**src/rtl/lbist_pkg.sv**
```systemverilog
// Shared types for the logic-BIST sequencer: FSM states and error codes.
package lbist_pkg;

  typedef enum logic [2:0] {
    IDLE,
    ARM,
    WAIT_START,
    RUN,
    EVAL,
    DONE_PASS,
    DONE_FAIL
  } lbist_state_e;

  typedef enum logic [1:0] {
    ERR_NONE     = 2'b00,
    ERR_START_TO = 2'b01,
    ERR_RUN_TO   = 2'b10,
    ERR_MISMATCH = 2'b11
  } lbist_err_e;

  function automatic logic is_busy(lbist_state_e s);
    return s inside {ARM, WAIT_START, RUN, EVAL};
  endfunction

  function automatic logic is_done(lbist_state_e s);
    return s inside {DONE_PASS, DONE_FAIL};
  endfunction

endpackage

```
**src/rtl/lbist_timeout_cnt.sv**
```systemverilog
// Saturating cycle counter with a programmable expiry compare (limit 0 = never expires).
module lbist_timeout_cnt #(
  parameter int unsigned CNT_WIDTH = 24
) (
  input  logic                 clk_i,
  input  logic                 rst_i,
  input  logic                 clr_i,
  input  logic                 en_i,
  input  logic [CNT_WIDTH-1:0] limit_i,
  output logic [CNT_WIDTH-1:0] cnt_o,
  output logic                 expired_c
);

  assign expired_c = (limit_i != '0) && (cnt_o == limit_i - CNT_WIDTH'(1));

  always_ff @(posedge clk_i or posedge rst_i) begin
    if (rst_i) begin
      cnt_o <= '0;
    end else if (clr_i) begin
      cnt_o <= '0;
    end else if (en_i && (cnt_o != '1)) begin
      cnt_o <= cnt_o + CNT_WIDTH'(1);
    end
  end

endmodule

```
**src/rtl/lbist_seq_ctrl.sv**
```systemverilog
// Logic-BIST sequencer: drives test_normal into the core and tracks the go_nogo handshake.
// Optional macro LBIST_CYCLE_COUNT_EN adds run_cycles_o (cycles spent in RUN).
module lbist_seq_ctrl
  import lbist_pkg::*;
#(
  parameter int unsigned CNT_WIDTH     = 24,
  parameter int unsigned START_TIMEOUT = 1024,
  parameter int unsigned RUN_TIMEOUT   = 2**20,
  parameter int unsigned AUTO_START    = 1
) (
  input  logic                 clk_i,
  input  logic                 rst_i,
  input  logic                 start_i,
  input  logic                 go_nogo_i,
  output logic                 test_normal_o,
  output logic                 busy_o,
  output logic                 done_o,
  output logic                 pass_o,
  output logic                 fail_o,
  output logic [1:0]           err_code_o
`ifdef LBIST_CYCLE_COUNT_EN
  ,
  output logic [CNT_WIDTH-1:0] run_cycles_o
`endif
);

  localparam longint unsigned CNT_MAX = (64'd1 << CNT_WIDTH) - 64'd1;
  localparam lbist_state_e RST_STATE = (AUTO_START != 0) ? ARM : IDLE;

  if ((64'(START_TIMEOUT) > CNT_MAX) || (64'(RUN_TIMEOUT) > CNT_MAX)) begin : g_cnt_width_chk
    $error("lbist_seq_ctrl: CNT_WIDTH too narrow for the configured timeouts");
  end

  lbist_state_e           state_q, state_d;
  lbist_err_e             err_d;
  logic                   go_q, go_rise;
  logic                   tn_d, busy_d, done_d, pass_d, fail_d;
  logic                   cnt_clr, cnt_en, cnt_expired;
  logic [CNT_WIDTH-1:0]   cnt_limit, cnt;

  assign go_rise = go_nogo_i & ~go_q;

  // Counter restarts on every WAIT_START/RUN entry; limit follows the phase.
  assign cnt_en    = state_q inside {WAIT_START, RUN};
  assign cnt_clr   = ~cnt_en | go_rise;
  assign cnt_limit = (state_q == RUN) ? CNT_WIDTH'(RUN_TIMEOUT) : CNT_WIDTH'(START_TIMEOUT);

  lbist_timeout_cnt #(
    .CNT_WIDTH (CNT_WIDTH)
  ) u_timeout_cnt (
    .clk_i     (clk_i),
    .rst_i     (rst_i),
    .clr_i     (cnt_clr),
    .en_i      (cnt_en),
    .limit_i   (cnt_limit),
    .cnt_o     (cnt),
    .expired_c (cnt_expired)
  );

  // Next state and next registered outputs; go_rise is tested before timeouts.
  always_comb begin
    state_d = state_q;
    err_d   = lbist_err_e'(err_code_o);
    case (state_q)
      IDLE, DONE_PASS, DONE_FAIL: begin
        if (start_i) begin
          state_d = ARM;
          err_d   = ERR_NONE;
        end
      end
      ARM: state_d = WAIT_START;
      WAIT_START: begin
        if (go_rise) begin
          state_d = RUN;
        end else if (cnt_expired) begin
          state_d = DONE_FAIL;
          err_d   = ERR_START_TO;
        end
      end
      RUN: begin
        if (go_rise) begin
          state_d = EVAL;
        end else if (cnt_expired) begin
          state_d = DONE_FAIL;
          err_d   = ERR_RUN_TO;
        end
      end
      EVAL: begin
        if (go_nogo_i) begin
          state_d = DONE_PASS;
        end else begin
          state_d = DONE_FAIL;
          err_d   = ERR_MISMATCH;
        end
      end
      default: state_d = IDLE;
    endcase
    tn_d   = state_d inside {WAIT_START, RUN, EVAL};
    busy_d = is_busy(state_d);
    done_d = is_done(state_d) && !is_done(state_q);
    pass_d = (state_d == DONE_PASS);
    fail_d = (state_d == DONE_FAIL);
  end

  always_ff @(posedge clk_i or posedge rst_i) begin
    if (rst_i) begin
      state_q       <= RST_STATE;
      go_q          <= 1'b0;
      test_normal_o <= 1'b0;
      busy_o        <= 1'b0;
      done_o        <= 1'b0;
      pass_o        <= 1'b0;
      fail_o        <= 1'b0;
      err_code_o    <= 2'b00;
    end else begin
      state_q       <= state_d;
      go_q          <= go_nogo_i;
      test_normal_o <= tn_d;
      busy_o        <= busy_d;
      done_o        <= done_d;
      pass_o        <= pass_d;
      fail_o        <= fail_d;
      err_code_o    <= err_d;
    end
  end

`ifdef LBIST_CYCLE_COUNT_EN
  // On a run timeout the count is one short of RUN_TIMEOUT, so add the final cycle.
  always_ff @(posedge clk_i or posedge rst_i) begin
    if (rst_i) begin
      run_cycles_o <= '0;
    end else if (state_d == ARM) begin
      run_cycles_o <= '0;
    end else if ((state_q == RUN) && (state_d != RUN)) begin
      run_cycles_o <= go_rise ? cnt : cnt + CNT_WIDTH'(1);
    end
  end
`else
  logic unused_cnt;
  assign unused_cnt = ^cnt;
`endif

endmodule

```
**config.mk**
```make
export PLATFORM = sky130hd
export DESIGN_NAME = lbist_seq_ctrl
export DESIGN_NICKNAME = d
export VERILOG_FILES = /design/src/rtl/lbist_pkg.sv /design/src/rtl/lbist_timeout_cnt.sv /design/src/rtl/lbist_seq_ctrl.sv
export SDC_FILE = /design/constraint.sdc
export NUM_CORES = 1
export LEC_CHECK = 0
export BUFFER_PORTS_ARGS = -buffer_cell sky130_fd_sc_hd__buf_2
export CORE_AREA = 2 2 52 74
export DETAILED_ROUTE_END_ITERATION = 8
export DIE_AREA = 0 0 54 76
export GPL_ROUTABILITY_DRIVEN = 0
export PLACE_DENSITY = 0.82
export SLEW_MARGIN = 20
export SYNTH_ARGS = -nofsm -noshare
export SYNTH_HDL_FRONTEND = slang
export SYNTH_SLANG_ARGS = --single-unit
```
**constraint.sdc**
```tcl
create_clock -name clk_i -period 5.9 [get_ports clk_i]
set_input_delay 0.295 -clock clk_i [delete_from_list [all_inputs] [get_ports clk_i]]
set_output_delay 0.295 -clock clk_i [all_outputs]
set_load 0.02 [all_outputs]
```
# Word level (Yosys, flattened, before mapping)
# Index checks and enable logic that the tools add are counted.
[word_totals]
output_inout_bits = 7
wordCells = 66
inputBits = 4
regBits = 35
[classes]
mux = 16
n_eq_ne = 20
bitwise_logic = 4
n_reduce_logical = 15
add_sub_neg = 2
[ops]
columns = ["op", "n"]
rows = [
  ["2-to-1 mux 24 bit", 2],
  ["adder 24 x 1 -> 24 bit (second input constant)", 1],
  ["== test 24 bit", 1],
  ["inequality test 24 bit (second input constant)", 1],
  ["nonzero test 24 bit", 1],
  ["subtractor 21 x 1 -> 22 bit (second input constant)", 1],
  ["2-to-1 mux 21 bit", 1],
  ["== test 3 bit (second input constant)", 6],
  ["one-hot mux 3 bit (5 select lines)", 1],
  ["2-to-1 mux 2 bit", 7],
  ["== test 3 x 2 -> 1 bit (second input constant)", 4],
  ["2-to-1 mux 3 bit", 4],
  ["inequality test 2 bit (second input constant)", 6],
  ["one-hot mux 2 bit (4 select lines)", 1],
  ["nonzero test 2 bit", 4],
  ["nonzero test 4 bit", 2],
  ["AND reduction 7 bit", 1],
  ["== test 3 x 1 -> 1 bit (second input constant)", 2],
  ["logical AND 1 bit", 3],
  ["logical NOT 3 bit", 1],
  ["nonzero test 3 bit", 1],
  ["OR reduction 3 bit", 1],
  ["inverter 1 bit", 2],
  ["AND 1 bit", 1],
  ["other kinds (2)", 2],
]

# Logic depth before layout (Yosys ltp)
# Gate-level depths: netlist of the first run.
[logic_depth]
ltp_word = 11
ltp_mapped = 7
depth_no_buf = 7

# By module
# A second synthesis of the first run with hierarchy kept.
[hier_totals]
cells_unflattened = 324
area_unflattened_um2 = 2736.4
[by_module_without_submodules]
columns = ["mod", "cells_each", "seq_area_each_um2", "area_per_inst_um2", "instances"]
rows = [
  ["lbist_timeout_cnt", 256, 600.6, 2103.3, 1],
  ["lbist_seq_ctrl", 68, 276.5, 633.1, 1],
]

# Worst setup path after synthesis of the first run
# Ideal clock, no wire load.
[synth_timing]
path_kind = "flip-flop to flip-flop"
startpoint = "register state_q[1]"
endpoint = "register done_o"
path_stages_with_launch = 7
path_slack_ns = 3.995
setup_time_ns = 0.111
synth_period_minus_slack_ns = 1.905
required_time_ns = 5.789
n_path_buf = 1
t_arrival_ns = 1.794
cell_sequence = "dfrtp_1 buf_6 and3b_4 o311a_1 a311oi_2 a21oi_1 a2111oi_2"
[synth_between]
elab_chain_cells = 11
elab_cells_between_ends = 24
classes_between = "add/sub: 1; eq/ne: 9; mux: 6; reduce/logical: 8"
[synth_rtl]
columns = ["element", "line", "text"]
rows = [
  ["from (decl)", "lbist_seq_ctrl.sv:34", "lbist_state_e state_q, state_d;"],
  ["from (signal assigned)", "lbist_seq_ctrl.sv:116", "state_q <= state_d;"],
  ["== test 3 x 2 -> 1 bit", "lbist_seq_ctrl.sv:46, lbist_seq_ctrl.sv:64", ""],
  ["2-to-1 mux 21 bit", "lbist_seq_ctrl.sv:46", "assign cnt_limit = (state_q == RUN) ? CNT_WIDTH'(RUN_TIMEOUT) : CNT_WIDTH'(START_TIMEOUT);"],
  ["subtractor 21 x 1 -> 22 bit", "lbist_timeout_cnt.sv:14", "assign expired_c = (limit_i != '0) && (cnt_o == limit_i - CNT_WIDTH'(1));"],
  ["== test 24 bit", "lbist_timeout_cnt.sv:14", ""],
  ["logical AND 1 bit", "lbist_timeout_cnt.sv:14", ""],
  ["2-to-1 mux 3 bit", "lbist_seq_ctrl.sv:75, lbist_seq_ctrl.sv:83", ""],
  ["2-to-1 mux 3 bit (on tied branches)", "lbist_seq_ctrl.sv:81, lbist_seq_ctrl.sv:73", ""],
  ["one-hot mux 3 bit (5 select lines)", "lbist_seq_ctrl.sv:64", "case (state_q)"],
  ["== test 3 bit", "lbist_pkg.sv:26", "return s inside {DONE_PASS, DONE_FAIL};"],
  ["nonzero test 2 bit", "lbist_pkg.sv:26", ""],
  ["logical AND 1 bit (*)", "lbist_seq_ctrl.sv:100", "done_d = is_done(state_d) && !is_done(state_q);"],
  ["named net done_d", "lbist_seq_ctrl.sv:37", "logic tn_d, busy_d, done_d, pass_d, fail_d;"],
  ["to (signal assigned)", "lbist_seq_ctrl.sv:120", "done_o <= done_d;"],
  ["to (decl)", "lbist_seq_ctrl.sv:17", "output logic done_o,"],
]
# The timed path passes the listed nets; every way through them passes the cells marked *.
# A chain may end at the register's enable or synchronous reset.

# Worst setup path after layout of the first run
# Same ends and word-level chain as after synthesis.

==> results of run 1 <==
worst reg2reg max path, stage by stage, from the launching register on:
cell,delay [ns]
dfrtp_1,0.60
nor2b_1,0.48
nand2_2,0.40
a311o_1,0.49
and3_1,0.21
a2111oi_2,0.27
cell families after synthesis:
logic type / synth area share
XOR/XNOR: 0.0479
AND/OR/NAND/NOR: 0.266
AO/OA/AOI/OAI: 0.179
flip-flops: 0.436
multiplexers: 0.0224
adder cells (fa/ha/maj): 0.00622
buffers and inverters: 0.0423
cells in the final DEF (no fill, tap or decap), types with 2 or more instances in the layout:
cell	instances
o21ai_0	12
or3_1	9
inv_1	8
or2_2	2
o211ai_1	2
o31ai_1	4
a21oi_1	15
and4_1	2
xnor2_1	2
clkbuf_8	5
nor3_1	6
clkbuf_1	2
o311a_1	2
dfrtp_1	34
nand2b_1	2
nand4_1	6
and2_1	4
nand3_1	9
xor2_1	9
or4_1	6
nor2_1	18
and3_1	7
nor2b_1	2
mux2i_1	3
o2111ai_1	4
buf_2	10
nand2_1	15
area by class of cell:
type	instances	area share
multi-input combinational	161	0.489
sequential	35	0.408
clock buffer	7	0.0355
inverter	8	0.0140
timing repair buffer	11	0.0268
tap	42	0.0245
clock inverter	1	0.00233
metal layers:
| metal | routed length, um | vias to the layer above |
|---|---|---|
| met5 | 0 | - |
| met4 | 76 | 0 |
| met3 | 162 | 7 |
| met2 | 2170 | 34 |
| met1 | 1670 | 824 |
| li1 | - | 801 |
synthesized netlist by cell type (all sizes together), types with 2 or more instances:
| master | n | area share |
|---|---|---|
| nand3 | 9 | 0.022 |
| or2 | 2 | 0.0062 |
| nor2 | 19 | 0.037 |
| inv | 8 | 0.015 |
| nand4 | 7 | 0.025 |
| and3 | 7 | 0.022 |
| nor2b | 2 | 0.0062 |
| mux2i | 3 | 0.015 |
| buf | 5 | 0.020 |
| nand2 | 16 | 0.031 |
| o211ai | 2 | 0.0075 |
| a21oi | 15 | 0.037 |
| and4 | 2 | 0.0087 |
| nor3 | 7 | 0.020 |
| nand2b | 2 | 0.0062 |
| o31ai | 5 | 0.025 |
| and2 | 4 | 0.012 |
| o21ai | 12 | 0.030 |
| o2111ai | 4 | 0.017 |
| or4 | 6 | 0.022 |
| o311a | 2 | 0.010 |
| dfrtp | 34 | 0.42 |
| xnor2 | 2 | 0.0087 |
| clkbuf | 4 | 0.0075 |
| or3 | 9 | 0.028 |
| xor2 | 9 | 0.039 |
registers in the layout, indices dropped and copies added, names as in the netlist:
register / flops
u_timeout_cnt.cnt_o: 24
state_q: 3
err_code_o: 2
busy_o: 1
done_o: 1
fail_o: 1
go_q: 1
pass_o: 1
test_normal_o: 1
final timing paths:
check / end / slack [ns] / depth (start not counted)
max: done_o / 3.33 / 5
min: test_normal_o / 0.11 / 3
max reg2reg: done_o / 3.33 / 5
min reg2reg: err_code_o[1] / 0.54 / 2
max in group asynchronous: state_q[0] / 5.44 / 3
min in group clk_i: go_q / 0.19 / 1
where the power goes:
part           switching [mW]  total (mW)  internal, mW  leakage, nW
clock network          0.0837       0.166        0.0828       0.0422
registers              0.0444       0.324         0.280        0.466
logic                   0.169       0.271         0.103        0.406
metrics by stage:
stage	utilization	power, mW	cell area, um2
after global routing	0.611	0.812	2150
after detailed placement	0.588	0.600	2070
after floorplan	-	0.546	2010
after global placement	0.588	0.591	2070
final	0.611	0.762	2150
after CTS	0.611	0.767	2150
==> results.toml, run 1 <==
[sta]
drv_slew = 0
worstMarginPinSlew_ns = 0.568
hold_viol_final = 0
maxSlewHeadroom = 0.620
fin_ws_ns = 3.33
setup_viol = 0
rsz0062_at_grt = "false"
finalClockSkew_ns = 0.00687
finalCritPeriodShare = 0.435
max_freq_mhz = 390
hold_slack_ns = 0.113
fin_crit_ns = 2.57
tns_ns = 0

[drt]
detail-route-antenna-nets = 0
drt_iter0_markers = 60
vias_per_cell = 6.29
routed_wl_um = 4080
drc = 0
wire_per_inst_um = 15.4
drt_first_pass_iters = 4
vias = 1666

[layout]
drive_above_1_share = 0.148
final_nets = 227
multi_input_area_um2 = 1050
syn2layout_area_growth_pct = 6.78
register_area_um2 = 877
final_cells = 265
n_fill_cell = 309
diodes = 0

[worst_setup_path]
path_max_fanout = 24
reg2reg_from = "state_q[1]"
path_cells = "nor2b_1 -> nand2_2 -> a311o_1 -> and3_1 -> a2111oi_2"
critPathLaunchType = "flop"
crit_family = "simple AND/OR/NAND/NOR gates"
worstPathArrival_ns = 2.75
slowest_stage = "dfrtp_1"
startpoint = "state_q[1]"
cp.required_ns = 6.08
endpoint_kind = "flop"
worstSetupPathType = "flop to flop"
worst_path_largest_cell_delay_ns = 0.60
cp.buffers_inverters = 0

[outcome]
status = "finished, final reports clean"

[floorplan]
start_util = 0.573
die_x_um = 54
core-area_um2 = 3510
rows = 26
die-height_um = 76
die_area_um2 = 4100
pin_count = 11

[synth]
yosysWarnings = 0
synth_cell_types = 49
synth_nets = 218
syn-mean-instance-area_um2 = 9.45
synth_enable_flop_cells = 0
synthArstFlopShare = 1.00
synth-seq-cells = 35
syn_area_um2 = 2010
synthCells = 213
yosys_most_used_dff = "dfrtp_1"
yosysSeqAreaShare = 0.436

[place]
io_buffer_count = 10
hpwl_um = 2870
place_ws_ns = 3.35
dp_cells = 257

[global_route]
grtUsageMet2 = 0.384
antenna_found_initial = 0
first_global_vias = 1646
overflow = 0
grt_pass1_wl_um = 7250
grt_max_degree = 36
grt_use_met1 = 0.287
track_usage = 0.235
met3_usage = 0.0529
grt.busiest_layer = "met2"

[pwr]
ir_worst_vdd_v = 0.000197
cellPowerDensity_nw_per_um2 = 355
power.leakage_nw = 0.914

[clocking]
cts.path.max_buffers = 2
post_cts_buffers = 0
root_buffer = "clkbuf_8"
cts_sinks = 35
clk_pin_slew_ns = 0.07
worst_skew_pair.late_latency_ns = 0.29
numCtsBuffers = 5
cts_resized = 0
cts_hold_buf = 0
cts_tree = "yes"
cts_max_level = 2

[worst_hold_path]
hold_path_class = "input port to async pin"

[flow_run]
cap_violations = 0
(Power assumes the default switching activity.)
==> run 2: changes to the inputs <==
- clock period: 5.9 -> 2.6 ns (I/O delays scaled with it)
==> results.toml, run 2 (synthesis results as in run 1) <==
[clocking]
root_buffer = "clkbuf_8"
cts_sinks = 35
clk_pin_slew_ns = 0.08
cts_resized = 0
worst_skew_pair.late_latency_ns = 0.29
cts_hold_buf = 1
cts_max_level = 2
cts_tree = "yes"
numCtsBuffers = 5
post_cts_buffers = 0
cts.path.max_buffers = 2

[sta]
hold_viol_final = 0
finalClockSkew_ns = 0.0116
drv_slew = 0
finalCritPeriodShare = 0.858
maxSlewHeadroom = 0.643
hold_slack_ns = 0.0366
worstMarginPinSlew_ns = 0.535
tns_ns = 0
max_freq_mhz = 448
rsz0062_at_grt = "false"
setup_viol = 0
fin_crit_ns = 2.23

[drt]
vias_per_cell = 6.23
routed_wl_um = 4300
drt_iter0_markers = 59
drc = 0
drt_first_pass_iters = 4
detail-route-antenna-nets = 0
vias = 1675
wire_per_inst_um = 16.0

[layout]
postLayoutCellArea_um2 = 2220
diodes = 0
layout_common_cells = "dfrtp_1, nor2_1, nand2_1, a21oi_1, o21ai_0"
final_common_cell = "dfrtp_1"
largest_register = "u_timeout_cnt.cnt_o"
syn2layout_area_growth_pct = 10.2
drive_above_1_share = 0.167
final_nets = 231
largest_reg_flops = 24
reg_top3 = "u_timeout_cnt.cnt_o x24, state_q x3, err_code_o x2"

[pwr]
ir_worst_vdd_v = 0.000559
power_mw = 1.89
power.leakage_nw = 0.952
cellPowerDensity_nw_per_um2 = 851

[worst_setup_path]
path_cells = "nor2b_1 -> nand2_2 -> a311o_1 -> and3_1 -> a2111oi_2"
cp.required_ns = 2.78
crit_family = "simple AND/OR/NAND/NOR gates"
worstPathArrival_ns = 2.41
worstSetupPathType = "flop to flop"
critPathLaunchType = "flop"
path_max_fanout = 12
worst_path_largest_cell_delay_ns = 0.61
cp.buffers_inverters = 0
endpoint_kind = "flop"
slowest_stage = "dfrtp_1"

[place]
hpwl_um = 3040
placed_area_um2 = 2090
io_buffer_count = 10

[floorplan]
pin_count = 11
core-area_um2 = 3510
start_util = 0.573
die_x_um = 54
die-height_um = 76
rows = 26
die_area_um2 = 4100

[worst_hold_path]
hold_path_class = "input port to flop"

[flow_run]
cap_violations = 0

[global_route]
grt_max_degree = 36
first_global_vias = 1586
track_usage = 0.239
grt_pass1_wl_um = 7330
overflow = 0
antenna_found_initial = 0

[outcome]
status = "finished, final reports clean"
run 2: final cells by class:
class / instances / area (um2)
Inverter: 8 / 30.0
Clock buffer: 6 / 82.6
Multi-Input combinational cell: 161 / 1050
Timing Repair Buffer: 15 / 90.1
Clock inverter: 2 / 35.0
Tap cell: 42 / 52.6
Fill cell: 302 / 1300
Sequential cell: 35 / 877
run 2: worst register-to-register path, stage by stage, from the launching register on:
cell and delay, ns:
dfrtp_1 0.61, nor2b_1 0.51, nand2_2 0.10, a311o_1 0.40, and3_1 0.21, a2111oi_2 0.30
run 2: final timing paths:
| kind | slack, ns | from | endpoint | cells after the start |
|---|---|---|---|---|
| setup / recovery | 0.37 | state_q[1] | done_o | 5 |
| hold / removal | 0.04 | go_nogo_i | go_q | 1 |
| setup reg to reg | 0.37 | state_q[1] | done_o | 5 |
| hold reg to reg | 0.54 | err_code_o[1] | err_code_o[1] | 2 |
| max in group asynchronous | 1.79 | rst_i | state_q[0] | 4 |
| min in group asynchronous | 0.47 | rst_i | pass_o | 4 |
run 2: power breakdown:
| part | total [mW] | switching, mW | internal (mW) |
|---|---|---|---|
| Sequential | 0.739 | 0.104 | 0.634 |
| Combinational | 0.635 | 0.392 | 0.243 |
| Clock | 0.513 | 0.202 | 0.310 |
| Total | 1.89 | 0.699 | 1.19 |
run 2: metrics by stage:
stage	utilization	instances	worst slack, ns
floorplan	-	213	0.695
global placement	0.595	260	0.458
detailed placement	0.595	260	0.432
CTS	0.631	269	0.408
global route	0.631	269	0.250
finish	0.631	269	0.370
run 2: routing by layer:
metal,global-route usage,vias to the layer above,wire length (um)
li1,-,818,-
met1,0.288,825,1810
met2,0.415,28,2330
met3,0.0412,4,114
met4,0.0750,0,40
met5,0,-,0
==> run 3: changes to the inputs <==
- GPL_TIMING_DRIVEN: unset -> 0
==> results.toml, run 3 (synthesis results as in run 1) <==
[clocking]
cts_tree = "yes"
cts_max_level = 2
root_buffer = "clkbuf_8"
cts.path.max_buffers = 2
numCtsBuffers = 5
worst_skew_pair.late_latency_ns = 0.29
cts_resized = 0
clk_pin_slew_ns = 0.07
cts_sinks = 35

[layout]
final_common_cell = "dfrtp_1"
reg_top3 = "u_timeout_cnt.cnt_o x24, state_q x3, err_code_o x2"
layout_common_cells = "dfrtp_1, nor2_1, nand2_1, a21oi_1"
postLayoutCoreUtil = 0.631
final_nets = 236
largest_reg_flops = 24
final_cells = 274
postLayoutCellArea_um2 = 2220
diodes = 0
largest_register = "u_timeout_cnt.cnt_o"
drive_above_1_share = 0.168
syn2layout_area_growth_pct = 10.1

[floorplan]
die_area_um2 = 4100
core-area_um2 = 3510
rows = 26
die_x_um = 54
die-height_um = 76
pin_count = 11
start_util = 0.573

[worst_setup_path]
cp.required_ns = 2.76
crit_family = "compound AO/OA/AOI/OAI gates"
critPathLaunchType = "flop"
slowest_stage = "dfrtp_1"
startpoint = "u_timeout_cnt.cnt_o[3]"
worstSetupPathType = "flop to flop"
worstPathArrival_ns = 2.27
path_max_fanout = 10
reg2reg_from = "u_timeout_cnt.cnt_o[3]"
worst_path_largest_cell_delay_ns = 0.45
endpoint_kind = "flop"
cp.buffers_inverters = 1
path_cells = "nand4_1 -> nor2_2 -> o2111ai_1 -> o211a_1 -> inv_1 -> o21ai_0"

[place]
place_ws_ns = 0.504
placed_area_um2 = 2110
hpwl_um = 2990
io_buffer_count = 10
dp_cells = 265

[global_route]
first_global_vias = 1680
grt_pass1_wl_um = 7270
antenna_found_initial = 0
overflow = 0
track_usage = 0.236
grt_max_degree = 36

[drt]
drc = 0
vias_per_cell = 6.12
drt_iter0_markers = 70
vias = 1676
wire_per_inst_um = 15.2
routed_wl_um = 4170
detail-route-antenna-nets = 0
drt_first_pass_iters = 4

[sta]
finalClockSkew_ns = 0.0103
rsz0062_at_grt = "false"
hold_viol_final = 0
tns_ns = 0
finalCritPeriodShare = 0.808
drv_slew = 0
fin_crit_ns = 2.10
fin_ws_ns = 0.499
worstMarginPinSlew_ns = 0.741
max_freq_mhz = 476
maxSlewHeadroom = 0.505
setup_viol = 0
hold_slack_ns = 0.0284

[flow_run]
cap_violations = 0

[pwr]
p_comb_frac = 0.397
p_int_mw = 1.12
power_switching_uw = 692
power.leakage_nw = 0.946
switching_share = 0.382
power_mw = 1.81
clkPwrFrac = 0.223
seqPwrFrac = 0.380
cellPowerDensity_nw_per_um2 = 817
ir_worst_vdd_v = 0.000661

[worst_hold_path]
hp-start = "go_nogo_i"
hold_path_class = "input port to flop"

[outcome]
status = "finished, final reports clean"
[run 3: repair_timing]
item / in CTS / in global routing
setup buffers: 0 / 0
endpoints found under the hold margin: 34 / 0
hold buffers: 1 / 0
[run 3: final timing paths]
path | end | slack [ns] | cells past startpoint
hold / removal | go_q | 0.03 | 1
setup / recovery | busy_o | 0.50 | 6
max in group asynchronous | u_timeout_cnt.cnt_o[0] | 1.59 | 3
min in group asynchronous | test_normal_o | 0.53 | 3
setup reg to reg | busy_o | 0.50 | 6
hold reg to reg | err_code_o[1] | 0.54 | 2
[run 3: power groups by stage]
stage	clock (mW)	combinational, mW	sequential [mW]
floorplan	0	0.491	0.749
global placement	0	0.709	0.693
detailed placement	0	0.728	0.699
CTS	0.412	0.731	0.689
global route	0.441	0.808	0.701
finish	0.404	0.719	0.688
[run 3: area by class of cell]
cell class                      count  area, um2
Sequential cell                    35        877
Buffer                              9       55.1
Clock buffer                        7       86.3
Inverter                            8       30.0
Tap cell                           42       52.6
Timing Repair Buffer               11       60.1
Fill cell                         310       1300
Clock inverter                      1       5.00
Multi-Input combinational cell    161       1050
[run 3: layer usage]
layer,GRT usage,vias to the layer above,part of all wire
met3,0.0490,8,0.025
met2,0.406,29,0.54
met5,0,-,0
met1,0.258,821,0.41
met4,0.125,0,0.024
li1,-,818,-
